## src/rtl/usart_tx_sched.sv

```systemverilog
// usart_tx_sched: programs the i8251 USART after reset, then shares its transmitter between two
// byte requesters, polling TxRDY before every data write. Optional macro: USART_TX_SCHED_FIXED_PRIO_EN.
module usart_tx_sched #(
  parameter logic [7:0] MODE_WORD  = 8'h4E,
  parameter logic [7:0] CMD_WORD   = 8'h15,
  parameter int         STROBE_LEN = 2
) (
  input  logic       clk,
  input  logic       reset,
  output logic       cs_n,
  output logic       wr_n,
  output logic       rd_n,
  output logic       cd,
  output logic [7:0] dout,
  input  logic [7:0] din,
  input  logic       req0_valid,
  input  logic [7:0] req0_data,
  output logic       req0_ready,
  input  logic       req1_valid,
  input  logic [7:0] req1_data,
  output logic       req1_ready,
  output logic       init_done,
  output logic       busy
);

  // state | meaning: INIT program USART | IDLE wait for request | ARB grant+latch | POLL status read | WRITE data write
  localparam logic [2:0] ST_INIT  = 3'd0;
  localparam logic [2:0] ST_IDLE  = 3'd1;
  localparam logic [2:0] ST_ARB   = 3'd2;
  localparam logic [2:0] ST_POLL  = 3'd3;
  localparam logic [2:0] ST_WRITE = 3'd4;

  localparam logic [4:0] SLOT_LAST = 5'(STROBE_LEN + 2);

  logic [2:0] state_q, state_d;
  logic [4:0] cnt_q, cnt_d;
  logic       act_q, act_d;
  logic [2:0] init_idx_q, init_idx_d;
  logic       init_done_q, init_done_d;
  logic       txrdy_q, txrdy_d;
  logic       grant_q, grant_d;
  logic [7:0] byte_q, byte_d;

  logic       grant_sel;
  logic       slot_on;
  logic       gap;
  logic       strobe;
  logic [7:0] init_word;
  logic       unused_din;

  assign unused_din = ^din[7:1];

`ifdef USART_TX_SCHED_FIXED_PRIO_EN
  assign grant_sel = !req0_valid;
`else
  logic last_q, last_d;

  // last_q names the requester served most recently; the other one wins a contention
  assign grant_sel = !(req0_valid && (!req1_valid || last_q));
  assign last_d    = (state_q == ST_WRITE && gap) ? grant_q : last_q;

  always_ff @(posedge clk) begin
    if (reset) last_q <= 1'b1;
    else       last_q <= last_d;
  end
`endif

  // cnt_q counts down through a slot: SLOT_LAST = SETUP, 1 = HOLD, 0 = GAP, strobe in between
  assign slot_on = act_q && (cnt_q != 5'd0);
  assign gap     = act_q && (cnt_q == 5'd0);
  assign strobe  = slot_on && (cnt_q != 5'd1) && (cnt_q != SLOT_LAST);

  always_comb begin
    case (init_idx_q)
      3'd3:    init_word = 8'h40;
      3'd4:    init_word = MODE_WORD;
      3'd5:    init_word = CMD_WORD;
      default: init_word = 8'h00;
    endcase
  end

  assign cs_n       = !slot_on;
  assign rd_n       = !(strobe && state_q == ST_POLL);
  assign wr_n       = !(strobe && state_q != ST_POLL);
  assign cd         = act_q && (state_q != ST_WRITE);
  assign dout       = (act_q && state_q == ST_INIT)  ? init_word :
                      (act_q && state_q == ST_WRITE) ? byte_q    : 8'h00;
  assign busy       = slot_on || (state_q == ST_ARB);
  assign req0_ready = gap && (state_q == ST_WRITE) && !grant_q;
  assign req1_ready = gap && (state_q == ST_WRITE) &&  grant_q;
  assign init_done  = init_done_q;

  always_comb begin
    state_d     = state_q;
    cnt_d       = cnt_q;
    act_d       = act_q;
    init_idx_d  = init_idx_q;
    init_done_d = init_done_q;
    txrdy_d     = txrdy_q;
    grant_d     = grant_q;
    byte_d      = byte_q;

    if (slot_on) cnt_d = cnt_q - 5'd1;
    if (state_q == ST_POLL && act_q && cnt_q == 5'd2) txrdy_d = din[0];

    case (state_q)
      ST_INIT: begin
        if (!act_q) begin
          act_d = 1'b1;
          cnt_d = SLOT_LAST;
        end else if (gap) begin
          if (init_idx_q == 3'd5) begin
            state_d     = ST_IDLE;
            act_d       = 1'b0;
            init_done_d = 1'b1;
          end else begin
            init_idx_d = init_idx_q + 3'd1;
            cnt_d      = SLOT_LAST;
          end
        end
      end
      ST_IDLE: begin
        if (req0_valid || req1_valid) state_d = ST_ARB;
      end
      ST_ARB: begin
        if (req0_valid || req1_valid) begin
          grant_d = grant_sel;
          byte_d  = grant_sel ? req1_data : req0_data;
          state_d = ST_POLL;
          act_d   = 1'b1;
          cnt_d   = SLOT_LAST;
        end else begin
          state_d = ST_IDLE;
        end
      end
      ST_POLL: begin
        if (gap) begin
          state_d = txrdy_q ? ST_WRITE : ST_POLL;
          cnt_d   = SLOT_LAST;
        end
      end
      ST_WRITE: begin
        if (gap) begin
          state_d = ST_IDLE;
          act_d   = 1'b0;
        end
      end
      default: begin
        state_d = ST_INIT;
        act_d   = 1'b0;
      end
    endcase
  end

  always_ff @(posedge clk) begin
    if (reset) begin
      state_q     <= ST_INIT;
      cnt_q       <= 5'd0;
      act_q       <= 1'b0;
      init_idx_q  <= 3'd0;
      init_done_q <= 1'b0;
      txrdy_q     <= 1'b0;
      grant_q     <= 1'b0;
      byte_q      <= 8'h00;
    end else begin
      state_q     <= state_d;
      cnt_q       <= cnt_d;
      act_q       <= act_d;
      init_idx_q  <= init_idx_d;
      init_done_q <= init_done_d;
      txrdy_q     <= txrdy_d;
      grant_q     <= grant_d;
      byte_q      <= byte_d;
    end
  end

endmodule

```

## config.mk

```make
export PLATFORM = sky130hd
export DESIGN_NAME = usart_tx_sched
export DESIGN_NICKNAME = d
export VERILOG_FILES = /design/src/rtl/usart_tx_sched.sv
export SDC_FILE = /design/constraint.sdc
export NUM_CORES = 1
export LEC_CHECK = 0
export ABC_CLOCK_PERIOD_IN_PS = 2050
export CAP_MARGIN = 0
export CORE_MARGIN = 2
export CORE_UTILIZATION = 41
export DETAILED_ROUTE_END_ITERATION = 12
export GPL_TIMING_DRIVEN = 0
export PLACE_DENSITY_LB_ADDON = 0.12
export SYNTH_ARGS = -nofsm -noshare
export SYNTH_HDL_FRONTEND = slang
export SYNTH_SLANG_ARGS = --single-unit
```

## constraint.sdc

```tcl
create_clock -name clk -period 2.05 [get_ports clk]
set_input_delay 0.5125 -clock clk [delete_from_list [all_inputs] [get_ports clk]]
set_output_delay 0.5125 -clock clk [all_outputs]
set_load 0.005 [all_outputs]
```

After elaboration in Yosys (flattened, before gate mapping)
Cells that the tools add are included. W data, S select, Z words.

Logic and storage cells: 91. Input bits: 28. Bits in registers: 24. Output and inout bits: 16.

Equality and inequality tests: 19. Muxes and demuxes: 26. Reductions and logical operators: 33. Bitwise operators: 2. $add $sub $neg: 2.

Operators by type and width (number): $mux W5 (6); $mux W8 (3); $mux W3 (7); $pmux W7 S3 (1); $logic_and A1 B1 Y1 (15); $pmux W3 S5 (1); $pmux W5 S3 (1); $ne A2 B2 Y1 const B (5); $eq A3 B2 Y1 const B (3); $eq A3 B3 Y1 const B (3); $reduce_and A4 Y1 (2); $logic_not A1 Y1 (6); $reduce_and A6 Y1 (1); $eq A5 B2 Y1 const B (1); $logic_not A5 Y1 (1); $mux W1 (5); $ne A5 B1 Y1 const B (1); $ne A5 B3 Y1 const B (1); $reduce_bool A5 Y1 (1); $sub A5 B1 Y5 const B (1); $ne A2 B1 Y1 const B (2); $pmux W1 S4 (1); $add A3 B1 Y3 const B (1); $eq A3 B1 Y1 const B (1); other kinds (9) (12).

Longest topological paths before layout
Gate-level depths: netlist of run 1.

Word-level depth: 7. Mapped depth: 7.

Least setup slack after synthesis of run 1
OpenSTA, ideal clock, no wires.

Kind: reg-to-output. Start: reg cnt_q[0]. End: out busy. Data required time: 1.537 ns. Path slack: 0.114 ns. Stages on the path, launching flop included: 7. Data arrival time: 1.423 ns. Cells stage by stage: dfxtp_1 -> inv_1 -> ha_1 -> or3b_1 -> buf_2 -> o21ai_2 -> nand2_1.

Word-level cells in the longest chain between the ends: 3.

Ends and longest elaborated chain: start: declaration (line 36) `logic [4:0] cnt_q, cnt_d;`; start signal: assignment (line 167) `cnt_q <= cnt_d;`; $reduce_bool A5 Y1 (line 69) `assign slot_on = act_q && (cnt_q != 5'd0);`; $logic_and A1 B1 Y1 (line 69); $logic_or A1 B1 Y1 (line 88) `assign busy = slot_on || (state_q == ST_ARB);`; end: declaration (line 23) `output logic busy`.

Every way passes these cells.

Worst setup path in the final report of run 1
Start: reg cnt_q[1]. End: out wr_n.

Word-level cells in the longest chain between the ends: 6.

Ends and longest elaborated chain: $reduce_bool A5 Y1 (line 69); $logic_and A1 B1 Y1 (line 69); $logic_and A1 B1 Y1 (line 71) `assign strobe = slot_on && (cnt_q != 5'd1) && (cnt_q != SLOT_LAST);`; $logic_and A1 B1 Y1 * (line 71); $logic_and A1 B1 Y1 * (line 84) `assign wr_n = !(strobe && state_q != ST_POLL);`; $logic_not A1 Y1 * (line 84); end: declaration (line 11) `output logic wr_n,`.

Every way passes the cells marked *; elsewhere a longest branch is shown, timed or not.

==> results of run 1 <==
kinds of logic after synthesis:
logic type,Yosys count,share of synthesized area
adders and majority gates,8,0.0649
and+or+nand+nor,71,0.261
DFF,24,0.312
muxes,11,0.0714
xor gates and xnor gates,3,0.0170
buffers and inverters,23,0.0690
AOI/OAI and AO/OA,46,0.205
report_power, final:
part / leakage (nW) / total, W / switching, W / internal, W
clock network: 0.0288 / 0.000331 / 0.000160 / 0.000172
logic: 0.756 / 0.000288 / 0.000136 / 0.000153
registers: 0.198 / 0.000498 / 0.0000198 / 0.000478
synthesized netlist by cell type (all sizes together) (2+ instances only):
cell     n  area [um^2]
clkbuf   5         20.0
nor3     4         25.0
nor4b    3         47.5
o31ai    2         15.0
or3b     2         17.5
mux2i   11          110
o21ai    8         43.8
a31oi    2         12.5
xnor2    3         26.3
nand2    9         33.8
nand4    3         18.8
and2     3         18.8
nand3b   2         15.0
inv     10         37.5
a211o    2         17.5
o211ai   2         15.0
a21oi   10         50.1
nor2    30          113
a21o     4         30.0
nand2b   2         12.5
ha       8          100
or2      2         12.5
nand3    3         15.0
buf      8         48.8
dfxtp   24          480
a211oi  11         92.6
nor4     3         33.8
critical path, delay by kind of cell, from the launching register on:
family          cells  cell delay [ns]
compound gates      2             0.23
simple gates        1             0.26
flops               1             0.37
buf+inv             3             0.28
fa+ha+maj           1             0.15
metrics by stage:
step                      utilization  cell area [um^2]  instances  hold WS [ns]
after floorplan                     -              1540        186         0.430
after global placement          0.540              1960        270         0.437
after detailed placement        0.540              1960        270         0.455
after CTS                       0.634              2300        294         0.476
after global routing            0.635              2310        294         0.507
final                           0.635              2310        294         0.473
registers in the layout, indices dropped and copies added (netlist names):
signal and cells:
act_q 1, byte_q 8, cnt_q 5, grant_q 1
init_done 1, init_idx_q 3, last_q 1, state_q 3
txrdy_q 1
metal layers:
layer | GRT usage | vias up | wire, um
met5 | 0 | - | 0
met4 | 0.0755 | 0 | 42
met3 | 0.0342 | 4 | 184
met2 | 0.397 | 52 | 2330
met1 | 0.270 | 777 | 1890
li1 | - | 784 | -
how the worst max path moves through the flow:
stage / from / end / cells past startpoint
2_1_floorplan: cnt_q[0] / busy / 6
3_3_place_gp: cnt_q[0] / req1_ready / 6
3_5_place_dp: cnt_q[0] / req1_ready / 6
4_1_cts: cnt_q[0] / busy / 7
5_1_grt: cnt_q[1] / busy / 6
6_report: cnt_q[1] / wr_n / 7
layout make-up:
| type | instances | area share |
|---|---|---|
| plain buffers | 10 | 0.0369 |
| clock buffers | 4 | 0.0239 |
| inverters | 10 | 0.0184 |
| multi-input cells | 139 | 0.464 |
| flip-flops and latches | 24 | 0.215 |
| well taps | 48 | 0.0260 |
| repair buffers | 59 | 0.215 |
timing repair:
action / in CTS / in global routing
pin swaps: 16 / 19
buffers inserted: 22 / 2
hold endpoints to repair: 0 / 0
endpoints found under the setup margin: 18 / 18
resized for setup: 99 / 18
==> summary.txt, run 1 <==
Run status
  • Status: complete, but fails checks
  • Failing checks: negative setup slack

Layout
  • Layout Area Growth over Synthesis: 49.6%
  • Fraction of layout cells with a size suffix above 1: 0.350
  • Most common cell after layout, fill and taps aside: nor2_1
  • Register area: 497 um^2
  • Commonest non-fill, non-tap cells in the layout: 26 x nor2_1, 21 x buf_4, 21 x clkdlybuf4s50_1
  • Number of fill cells: 334
  • Area occupied by multi-input gates: 0.00107 mm^2
  • Layout net count: 283
  • Antenna diode count: 0

STA
  • RSZ-0062 raised after global routing: true
  • Endpoints failing setup: 2
  • Clock skew: 0.00510 ns
  • Final slew viol count: 0
  • Final Hold Vio Count: 0
  • Final period util: 1.01
  • Final setup TNS: -0.0247 ns
  • FMAX: 0.482 GHz
  • Worst-Margin Slew: 0.538 ns
  • Min cycle time layout: 2.07 ns
  • Worst slew margin: 0.641
  • Setup WS post-layout: -0.0228 ns

Die
  • CORE AREA: 0.00363 mm^2
  • Die area: 0.00427 mm^2
  • Site row count: 22
  • Die Ht: 65.3 um
  • # IOs: 44
  • Chip Width: 65.3 um
  • Initial Util: 0.424

Global routing
  • Antenna violations before repair: 0
  • Global-route usage over all layers: 0.222
  • First-pass GRT wire length: 7420 um
  • Largest net degree at the start of global routing: 14
  • Number of global-route vias before repair: 1615
  • Final global-route overflow total: 0

Placed design
  • Setup WS pre-CTS: -0.740 ns
  • HPWL Detailed: 3110 um
  • RePlAce Congestion: 0.849
  • IO Port Bufs: 36

Setup path
  • Crit-path slowest cell: dfxtp_2
  • Worst reg2reg endpoint: cnt_q[3]
  • Max Fanout on Critical Path: 2
  • Critical Path Start Type: flip-flop
  • Worst reg2reg path startpoint: cnt_q[1]
  • Critical path endpoint category: output port
  • Critical Path RT: 1.54 ns
  • Crit path DAT: 1.56 ns
  • Worst-path cell chain: inv_4 > buf_6 > ha_4 > a21oi_2 > o31ai_2 > or2_4 > buf_6
  • CP max stage delay: 0.37 ns
  • R2R depth: 9
  • Reg2reg setup slack: 0.23 ns
  • Crit Path Class: flip-flop to output port
  • Crit path top cell by count: buf_6

Logic synthesis
  • #FFs+latches synth: 24
  • Number of synthesized flops with an enable pin: 0
  • Synth warnings: 0
  • Mapped cell area: 0.00154 mm^2
  • Mapped Cells: 186
  • Unique masters post-synth: 49
  • Register area share after synthesis: 0.312
  • Post-Syn Nets: 222
  • Syn_area_per_cell: 8.29 um^2
  • Main synth FF type: dfxtp_1
  • Async SR Flop Fraction: 0

Clocking
  • Worst-path clk slew: 0.09 ns
  • Post-cts hold buffer count: 0
  • Total CTS buffers: 3
  • CTS Root Buffer Type: clkbuf_8
  • CTS H-tree depth: 1
  • CTS tree: done
  • Clock latency on the worst-skew pair: 0.27 ns
  • Clock sink total: 24
  • Clock Path Buffers: 2

Detailed routing
  • Final WL: 4450 um
  • Via-to-Cell Ratio: 5.50
  • Drt drc: 0
  • Pre-Repair DR Iteration Count: 4
  • Via count: 1617
  • Initial drt markers: 64
  • Routed Antenna Nets: 0
  • DR WL/cell: 15.1 um

Min path
  • Hold EP: last_q
  • Worst Hold Path Cells: 1
  • Hold crit path type: flip-flop to flip-flop
  • Hold path start: last_q

Power
  • Power Dens Cells: 485 mW/mm^2
  • Worst vdd ir: 0.293 mV
  • Leakage: 0.983 nW
  • Power after layout: 0.00112 W

Flow run
  • Max Cap Viol: 0
(Power assumes the default switching activity.)
==> run 2, diff against run 1 <==
CORE_ASPECT_RATIO = 1.25   (was not set)
==> run 2 against run 1 <==
The flow finishes with violations (design-rule violations, negative setup slack). Sequential power about the same. Clock power decreased by 15%. Non-clock buffer count increased by 6. Routed wire length increased by 2.2%. Combinational power about the same. Die area about the same. Setup slack got worse by 0.051 ns. Register-to-register slack improved by 0.03 ns. Global-route usage decreased by 1.7 points. Cell area increased by 0.65%. Largest cell class unchanged.
==> summary.txt, run 2 (synthesis results as in run 1) <==
Clocking
  • Total CTS buffers: 3 (unchanged)
  • Clock sink total: 24 (unchanged)
  • Clock Path Buffers: 2 (unchanged)
  • CTS tree: done
  • CTS Root Buffer Type: clkbuf_8
  • Post-cts hold buffer count: 0 (unchanged)
  • Clock latency on the worst-skew pair: 0.27 ns (about the same)
  • CTS H-tree depth: 1 (unchanged)
  • Worst-path clk slew: 0.08 ns (about the same)

Power
  • Power Dens Cells: 461 mW/mm^2 (-4.9%)
  • Worst vdd ir: 0.317 mV (+8.2%)
  • Leakage: 0.989 nW (+0.63%)
  • Power after layout: 0.00107 W (-4.3%)

Setup path
  • Critical path endpoint category: output port
  • CP max stage delay: 0.34 ns (-0.03 ns)
  • Crit-path slowest cell: dfxtp_2
  • Crit path DAT: 1.61 ns (+0.05 ns)
  • Crit Path Class: flip-flop to output port
  • Max Fanout on Critical Path: 3 (+1)
  • Critical Path RT: 1.54 ns (about the same)
  • CP bufs+invs: 3 (unchanged)
  • Critical Path Start Type: flip-flop
  • Worst-path cell chain: inv_2 > ha_4 > buf_4 > nor3b_4 > nand3_4 > nor2_4 > buf_2
  • Crit path max-delay family: simple AND/OR/NAND/NOR gates

Flow run
  • Max Cap Viol: 0 (unchanged)

Global routing
  • Global-route usage over all layers: 0.205 (-0.0171)
  • Largest net degree at the start of global routing: 13 (-1)
  • Number of global-route vias before repair: 1551 (-4.0%)
  • First-pass GRT wire length: 6840 um (-7.7%)
  • Final global-route overflow total: 0 (unchanged)
  • Antenna violations before repair: 0 (unchanged)

Die
  • CORE AREA: 0.00354 mm^2 (-2.5%)
  • Chip Width: 58.8 um (-9.9%)
  • # IOs: 44 (unchanged)
  • Site row count: 24 (+9.1%)
  • Initial Util: 0.435 (+0.0108)
  • Die area: 0.00427 mm^2 (about the same)
  • Die Ht: 72.6 um (+11%)

STA
  • Endpoints failing setup: 7 (+5)
  • Final period util: 1.04 (+0.0250)
  • RSZ-0062 raised after global routing: true
  • FMAX: 0.471 GHz (-2.4%)
  • Worst-Margin Slew: 0.587 ns (+0.0490 ns)
  • Final slew viol count: 0 (unchanged)
  • Final setup TNS: -0.294 ns (-0.269 ns)
  • Final Hold Vio Count: 0 (unchanged)
  • Worst slew margin: 0.609 (-0.0327)
  • Setup WS post-layout: -0.0740 ns (-0.0512 ns)
  • Clock skew: 0.00332 ns (-0.00178 ns)
  • Min cycle time layout: 2.12 ns (+0.0512 ns)

Detailed routing
  • Initial drt markers: 65 (+1.6%)
  • Routed Antenna Nets: 0 (unchanged)
  • DR WL/cell: 15.7 um (+3.6%)
  • Drt drc: 1 (+1)
  • Via-to-Cell Ratio: 5.81 (+5.7%)
  • Via count: 1686 (+4.3%)
  • Final WL: 4540 um (+2.2%)
  • Pre-Repair DR Iteration Count: 8 (+4)

Placed design
  • Area post-placement: 0.00195 mm^2 (-0.57%)
  • RePlAce Congestion: 0.839 (-1.3%)
  • IO Port Bufs: 36 (unchanged)
  • HPWL Detailed: 3070 um (-1.3%)
  • # placed instances: 261 (-3.3%)

Layout
  • Fraction of layout cells with a size suffix above 1: 0.339 (-0.0109)
  • Most common cell after layout, fill and taps aside: nor2_1
  • Most flop-heavy register: byte_q
  • Antenna diode count: 0 (unchanged)
  • Fin area: 0.00232 mm^2 (+0.65%)
  • Commonest non-fill, non-tap cells in the layout: 26 x nor2_1, 25 x buf_4, 21 x clkdlybuf4s50_1
  • Max FFs per register: 8 (unchanged)
  • Number of fill cells: 303 (-9.3%)
  • Layout net count: 289 (+2.1%)
  • Biggest regs: byte_q: 8 flops, cnt_q: 5 flops
  • Layout Area Growth over Synthesis: 50.6%
  • Final Util: 0.655 (+0.0204)
  • Final cell count without fillers: 290 (-1.4%)

Min path
  • Hold crit path type: flip-flop to flip-flop

Run status
  • Failing checks: design-rule violations, negative setup slack
  • Status: complete, but fails checks
==> run 2: cell types whose count changed in the layout (fill, tap and decap cells not counted), moves of 2 or more <==
| cell | change |
|---|---|
| clkbuf_2 | -3 |
| dlygate4sd2_1 | +2 |
| nand2_1 | +2 |
| buf_4 | +4 |
| buf_8 | +2 |
| inv_4 | -2 |
| inv_2 | +2 |
==> run 2: layout make-up <==
cell class / instances / area [um^2] / area share
inverter: 10 / 37.5 / 0.0162
sequential: 24 / 493 / 0.212
multi-input combinational: 139 / 1060 / 0.457
clock buffer: 3 / 41.3 / 0.0178
tap: 39 / 48.8 / 0.0210
timing repair buffer: 65 / 544 / 0.235
buffer: 10 / 96.3 / 0.0415
==> run 2: stage by stage <==
stage / hold slack [ns] / worst slack [ns]
CTS: 0.477 / -0.190
global placement: 0.438 / -0.541
floorplan: 0.430 / 0.114
detailed placement: 0.457 / -0.611
global route: 0.499 / -0.120
finish: 0.472 / -0.0740
==> run 2: worst paths after layout <==
check	from	endpoint	slack, ns	cells after the start
max reg2reg	cnt_q[0]	cnt_q[3]	0.26	9
max	cnt_q[0]	req1_ready	-0.07	7
min reg2reg	last_q	last_q	0.47	1
min	last_q	last_q	0.47	1
==> run 2: per-layer routing <==
layer	part of all wire	wire length [um]	global-route usage
met1	0.40	1800	0.240
met2	0.51	2340	0.368
met3	0.060	272	0.0339
met4	0.030	138	0.0732
met5	0	0	0
==> run 2: power breakdown <==
group          leakage [nW]  internal (W)  total, W  switching, W
combinational         0.770      0.000154  0.000290      0.000137
sequential            0.198      0.000480  0.000498     0.0000180
clock                0.0216      0.000132  0.000282      0.000150
==> run 2: timing repair <==
item                                    in CTS  in global routing
setup buffers                               17                 13
resized for setup                           83                 23
gates cloned                                 0                  0
endpoints found under the setup margin      15                 15
pin swaps                                   14                 12
==> RTL edit 1 (flow settings as in run 1) <==
Take the reset off `byte_q` and load it in a clocked block of its own.
--- a/src/rtl/usart_tx_sched.sv
+++ b/src/rtl/usart_tx_sched.sv
@@ -162,5 +162,4 @@
       txrdy_q     <= 1'b0;
       grant_q     <= 1'b0;
-      byte_q      <= 8'h00;
     end else begin
       state_q     <= state_d;
@@ -171,6 +170,9 @@
       txrdy_q     <= txrdy_d;
       grant_q     <= grant_d;
-      byte_q      <= byte_d;
     end
+  end
+
+  always_ff @(posedge clk) begin
+    byte_q <= byte_d;
   end
 
Formal check against the unedited RTL: no difference found for any inputs over 10 cycles, from zero or initial values and one cycle with reset high; that may be too few to reach the edited logic, so the function may still have changed.
==> RTL edit 1 against run 1 <==
- sequential cell count unchanged
- total power increased by 6.1%
- clock power decreased by 9.4%
- synthesized area increased by 0.32%
- combinational power increased by 28%
- sequential share of layout area increased by 3.1 points
- the flow still finishes with violations (negative setup slack)
- largest power group unchanged
- cell area increased by 1.4%
- non-clock buffer count increased by 5
- routed wire length decreased by 3.8%
- largest cell class unchanged
- worst setup slack got worse by 0.12 ns
- die area increased by 0.31%
- synthesized cell count decreased by 12%
==> RTL edit 1: results (changes against run 1) <==
The checks that failed: negative setup slack. The number of antenna violations at the first check in global routing is 0 (unchanged). The worst-path maximum fanout came out at 5 (+3).

The worst-skew pair later-pin latency was 0.27 ns (about the same). The final layout net count is 270 (-4.6%). The mux cell area share after synthesis came out at 7.12% (-0.023 points). The worst-case setup slack after placement came out at -0.507 ns (+0.233 ns). The average routed wire per standard cell is 15.2 um (+0.65%). Ranked by total cell area, the synthesized netlist is headed by sky130_fd_sc_hd__dfxtp_1, sky130_fd_sc_hd__edfxtp_1, sky130_fd_sc_hd__ha_1. The overall global routing resource usage is 20.6% (-1.6 points). The first-pass GRT wire length is 6.91 mm (-6.9%). By count the netlist is led by sky130_fd_sc_hd__dfxtp_1, sky130_fd_sc_hd__nor2_1, sky130_fd_sc_hd__nand2_1. The number of vias after detailed routing is 1523 (-5.8%). The layout filler cell count is 305 (-8.7%). The peak per-stage delay on the critical path was 0.62 ns (+0.25 ns).

The cell area after placement is 1970 sq um (+0.26%). The register area share after synthesis is 36.2% (+5.1 points). The largest clock skew in the final design was 0.00300 ns (-0.00211 ns). The placer's final routability congestion estimate is 0.884 (+4.0%). The worst max-slew margin expressed relative to the limit was 53.3% (-11 points). The area share of the leading cell type in the synthesized netlist was 20.7% (-10 points). The detailed-placement wirelength estimate is 2.68 mm (-14%).

The share of the synthesized area in compound gates (AO/OA/AOI/OAI) is 17.5% (-3.1 points). The leakage power came out at 1.01 nW (+2.6%). The number of warnings issued by yosys is 0 (unchanged). The deepest level of the CTS H-tree is 1 (unchanged).

The cell family contributing the most delay on the critical path is simple AND/OR/NAND/NOR gates. The setup slack of the critical path after layout came out at -0.142 ns (-0.119 ns). The power density over the cells is 507 nW/um^2 (+4.7%). The iteration-0 DRC count of the detailed router is 69 (+7.8%). The largest net degree at the start of global routing came out at 14 (unchanged). The clock tree buffer depth is 2 (unchanged). The setup violation total in the final timing report is 10 (+8). The worst path arrival time was 1.68 ns (+0.12 ns).

The xor and xnor fraction of the mapped netlist area came out at 2.27% (+0.56 points). The worst hold path belongs to the class register to register. The adder-cell share of the synthesized area came out at 6.47% (-0.021 points).

The count of TritonRoute iterations in the first routing pass came to 4 (unchanged). The master of the slowest instance on the critical path is sky130_fd_sc_hd__or4b_4. The total nets after synthesis is 200 (-9.9%). The maximum ir drop on the vdd rail was 0.432 mV (+47%).

The number of unique standard cell types used by synthesis came out at 50 (+2.0%). The number of global-route vias before repair was 1535 (-5.0%). The clock slew at the register clock pins of the worst setup and hold paths is 0.09 ns (about the same). The run finished, with violations left. The proportion of layout cells with a drive suffix above 1 is 39.1% (+4.1 points). In the final layout, the registers with the most flip-flops are byte_q: 8 flops, cnt_q: 5 flops. The number of I/O port buffers is 36 (unchanged).

The antenna diode count is 0 (unchanged). The total negative slack for setup checks came out at -0.851 ns (-0.827 ns). The number of synthesized flops with an enable pin is 8 (+8).
==> RTL edit 1: worst register-to-register path, stage by stage (launching register included) <==
cell and delay (ns):
sky130_fd_sc_hd__dfxtp_2 0.35, sky130_fd_sc_hd__inv_4 0.06, sky130_fd_sc_hd__ha_4 0.14, sky130_fd_sc_hd__nor4b_4 0.22
sky130_fd_sc_hd__buf_4 0.16, sky130_fd_sc_hd__buf_6 0.09, sky130_fd_sc_hd__buf_4 0.09, sky130_fd_sc_hd__buf_4 0.13
sky130_fd_sc_hd__nand2_2 0.11, sky130_fd_sc_hd__o311ai_4 0.33, sky130_fd_sc_hd__nor2_1 0.12
==> RTL edit 1: kinds of logic after synthesis <==
kind of cell / Yosys count
adder cells (fa/ha/maj): 8
multiplexers: 10
AO/OA/AOI/OAI: 36
buffers and inverters: 19
AND/OR/NAND/NOR: 63
XOR/XNOR: 4
flip-flops: 24
==> RTL edit 1: worst paths after layout <==
path / from / slack (ns) / cells after the start / to
worst max-delay path: state_q[0] / -0.14 / 5 / dout[1]
worst min-delay path: init_done / 0.48 / 2 / init_done
worst max register to register: cnt_q[1] / 0.14 / 10 / cnt_q[4]
worst min register to register: init_done / 0.48 / 2 / init_done
==> RTL edit 1: per-stage QoR <==
step / hold WS [ns] / std cells
after floorplan: 0.461 / 164
after global placement: 0.458 / 248
after detailed placement: 0.469 / 248
after CTS: 0.487 / 273
after global routing: 0.523 / 281
final: 0.483 / 281
==> RTL edit 1: layer usage <==
layer	track usage, %	vias to the layer above	share of wire (%)
met1	24.3	726	40
li1	-	733	-
met3	3.25	14	5.3
met4	9.38	0	2.5
met5	0	-	0
met2	36.6	50	52
==> RTL edit 1: layout make-up <==
type / instances / share of cell area [%]
plain buffers: 7 / 2.51
clock buffers: 3 / 1.77
clock inverters: 1 / 0.161
inverters: 10 / 1.98
multi-input cells: 121 / 41.7
flip-flops and latches: 24 / 24.7
well taps: 48 / 2.57
repair buffers: 67 / 24.7
==> RTL edit 1: what timing repair did <==
action,CTS,global route
setup endpoints to repair,24,13
resized for setup,79,25
pin swaps,9,8
setup buffers,24,10
==> RTL edit 1: power breakdown <==
group          switching [W]  internal [W]  leakage (nW)
registers          0.0000127      0.000503         0.205
logic               0.000164      0.000206         0.780
clock network       0.000166      0.000135        0.0231
==> RTL edit 2 (settings of run 1) <==
Without the edit above. Build with the macro `USART_TX_SCHED_FIXED_PRIO_EN` defined.
--- a/src/rtl/usart_tx_sched.sv
+++ b/src/rtl/usart_tx_sched.sv
@@ -1,4 +1,6 @@
 // usart_tx_sched: programs the i8251 USART after reset, then shares its transmitter between two
 // byte requesters, polling TxRDY before every data write. Optional macro: USART_TX_SCHED_FIXED_PRIO_EN.
+`define USART_TX_SCHED_FIXED_PRIO_EN
+
 module usart_tx_sched #(
   parameter logic [7:0] MODE_WORD  = 8'h4E,
Check against the original RTL: same outputs for any inputs over 10 cycles, from zero or initial values and one cycle with reset high; that may be too few to reach the edited logic, so the function may still have changed.
==> RTL edit 2 against run 1 <==
- the flow still finishes with violations (negative setup slack)
- utilization is 1.4 points higher
- first-iteration DRC count grew 31%
- synthesized area decreased by 6.7%
- via count decreased by 6.6%
- routed wire length decreased by 4.3%
- cell area decreased by 5.4%
- sequential cell count down 1
- non-clock buffer count grew 4
- worst setup slack lost 0.14 ns
Power is not compared: it rests on default switching activity, and its combinational part moved more than twofold at a synthesized area within 25%.
==> RTL edit 2: results (changes against run 1) <==
The total negative slack for setup checks came out at -1.51 ns (-1.48 ns). The root buffer cell chosen for the clock tree is sky130_fd_sc_hd__clkbuf_4. The setup violation total in the final timing report is 14 (+12). Sorting the synthesized cells by area gives the leading types as sky130_fd_sc_hd__dfxtp_1, sky130_fd_sc_hd__ha_1, sky130_fd_sc_hd__mux2i_1. The master of the slowest instance on the critical path is sky130_fd_sc_hd__or4b_4. The clock tree buffer depth came out at 2 (unchanged). The xor and xnor fraction of the mapped netlist area came to 2.43% (+0.73 points). The setup slack of the critical path after layout was -0.163 ns (-0.140 ns).

The number of cells after detailed placement is 254 (-5.9%). The mux cell area share after synthesis is 6.96% (-0.19 points). The clock slew at the register clock pins of the worst setup and hold paths came out at 0.13 ns (+0.04 ns). The deepest level of the CTS H-tree came out at 1 (unchanged). The layout filler cell count is 307 (-8.1%).

The largest net degree at the start of global routing was 13 (-1). The final layout net count was 275 (-2.8%). Counting instances in the post-synthesis netlist gives the leading cell types as sky130_fd_sc_hd__nor2_1, sky130_fd_sc_hd__dfxtp_1, sky130_fd_sc_hd__a211oi_1.

The worst path arrival time was 1.70 ns (+0.14 ns). The routed length on met3 is 187 um (+1.6%). The number of antenna violations at the first check in global routing came out at 0 (unchanged). The final reports fail on negative setup slack. The post-CTS setup buffer count was 26 (+18%). The cell area after placement is 1860 sq um (-5.4%). The maximum ir drop on the vdd rail is between 0.2 and 0.3 mV. The worst-skew pair later-pin latency came to 0.31 ns (+0.04 ns). The transition time at the pin with the least slew margin is 0.537 ns (-0.000909 ns). The number of unique standard cell types used by synthesis is 41 (-16%).

The kind of cell with the highest combined delay along the critical path is simple AND/OR/NAND/NOR gates. The worst-path maximum fanout is 4 (+2). The detailed-placement wirelength estimate came out at 2.80 mm (-10%). The first-pass GRT wire length is 7.02 mm (-5.4%).

The register area share after synthesis is 32.0% (+0.83 points). The met1 global-route usage came out at 24.1% (-2.8 points). The iteration-0 DRC count of the detailed router came out at 84 (+31%). The worst-case setup slack after placement is -0.822 ns (-0.0821 ns). The overall global routing resource usage is 22.4% (+0.20 points). The count of cells resized by post-cts repair came out at 102 (+3.0%). The post-synthesis cell count is 172 (-7.5%). The wire length the detailed router placed on met1 is 1.78 mm (-5.8%). The run finished, with violations left.

The total nets after synthesis came out at 208 (-6.3%). The largest clock skew in the final design came out at 0.00265 ns (-0.00246 ns). The total wire length is 4.26 mm (-4.3%). The number of global-route vias before repair is 1512 (-6.4%). The met2 global-route usage was 42.7% (+3.0 points). The peak per-stage delay on the critical path is 0.60 ns (+0.23 ns).

The via count normalized by instance count is 5.32 (-3.3%). The met3 usage was 4.29% (+0.86 points). The proportion of layout cells with a drive suffix above 1 is 33.6% (-1.3 points). The antenna diode count came out at 0 (unchanged). The adder-cell share of the synthesized area is 6.96% (+0.46 points).

The average routed wire per standard cell came out at 15.0 um (-0.92%). The placer's final routability congestion estimate came out at 0.829 (-2.5%). The worst hold path belongs to the class register to register. The total met2 wirelength after detailed routing came out at 2.19 mm (-6.0%). The share of the synthesized area in compound gates (AO/OA/AOI/OAI) came out at 21.0% (+0.51 points).
==> RTL edit 2: changes by cell type after synthesis, sizes merged, moves of 3 or more <==
cell           run 1  this run
and2               3         8
inv               10         7
clkbuf             5         2
nor2              30        24
==> RTL edit 2: final timing paths <==
path         startpoint         end  slack [ns]  depth (start not counted)
min reg2reg   byte_q[7]   byte_q[7]        0.51                          2
max          state_q[2]     dout[0]       -0.16                          5
min           byte_q[7]   byte_q[7]        0.51                          2
max reg2reg    cnt_q[0]  state_q[0]       -0.14                          9
==> RTL edit 2: cell type report <==
| cell class | instances | area share (%) |
|---|---|---|
| multi-input cells | 131 | 45.1 |
| repair buffers | 66 | 25.5 |
| flip-flops and latches | 23 | 21.8 |
| well taps | 46 | 2.64 |
| plain buffers | 7 | 2.41 |
| inverters | 7 | 1.32 |
| clock buffers | 4 | 1.20 |
==> RTL edit 2: report_power, final <==
group / switching [W] / internal, W
sequential: 0.0000695 / 0.000495
combinational: 0.000381 / 0.000458
clock: 0.000140 / 0.0000760
total: 0.000591 / 0.00103
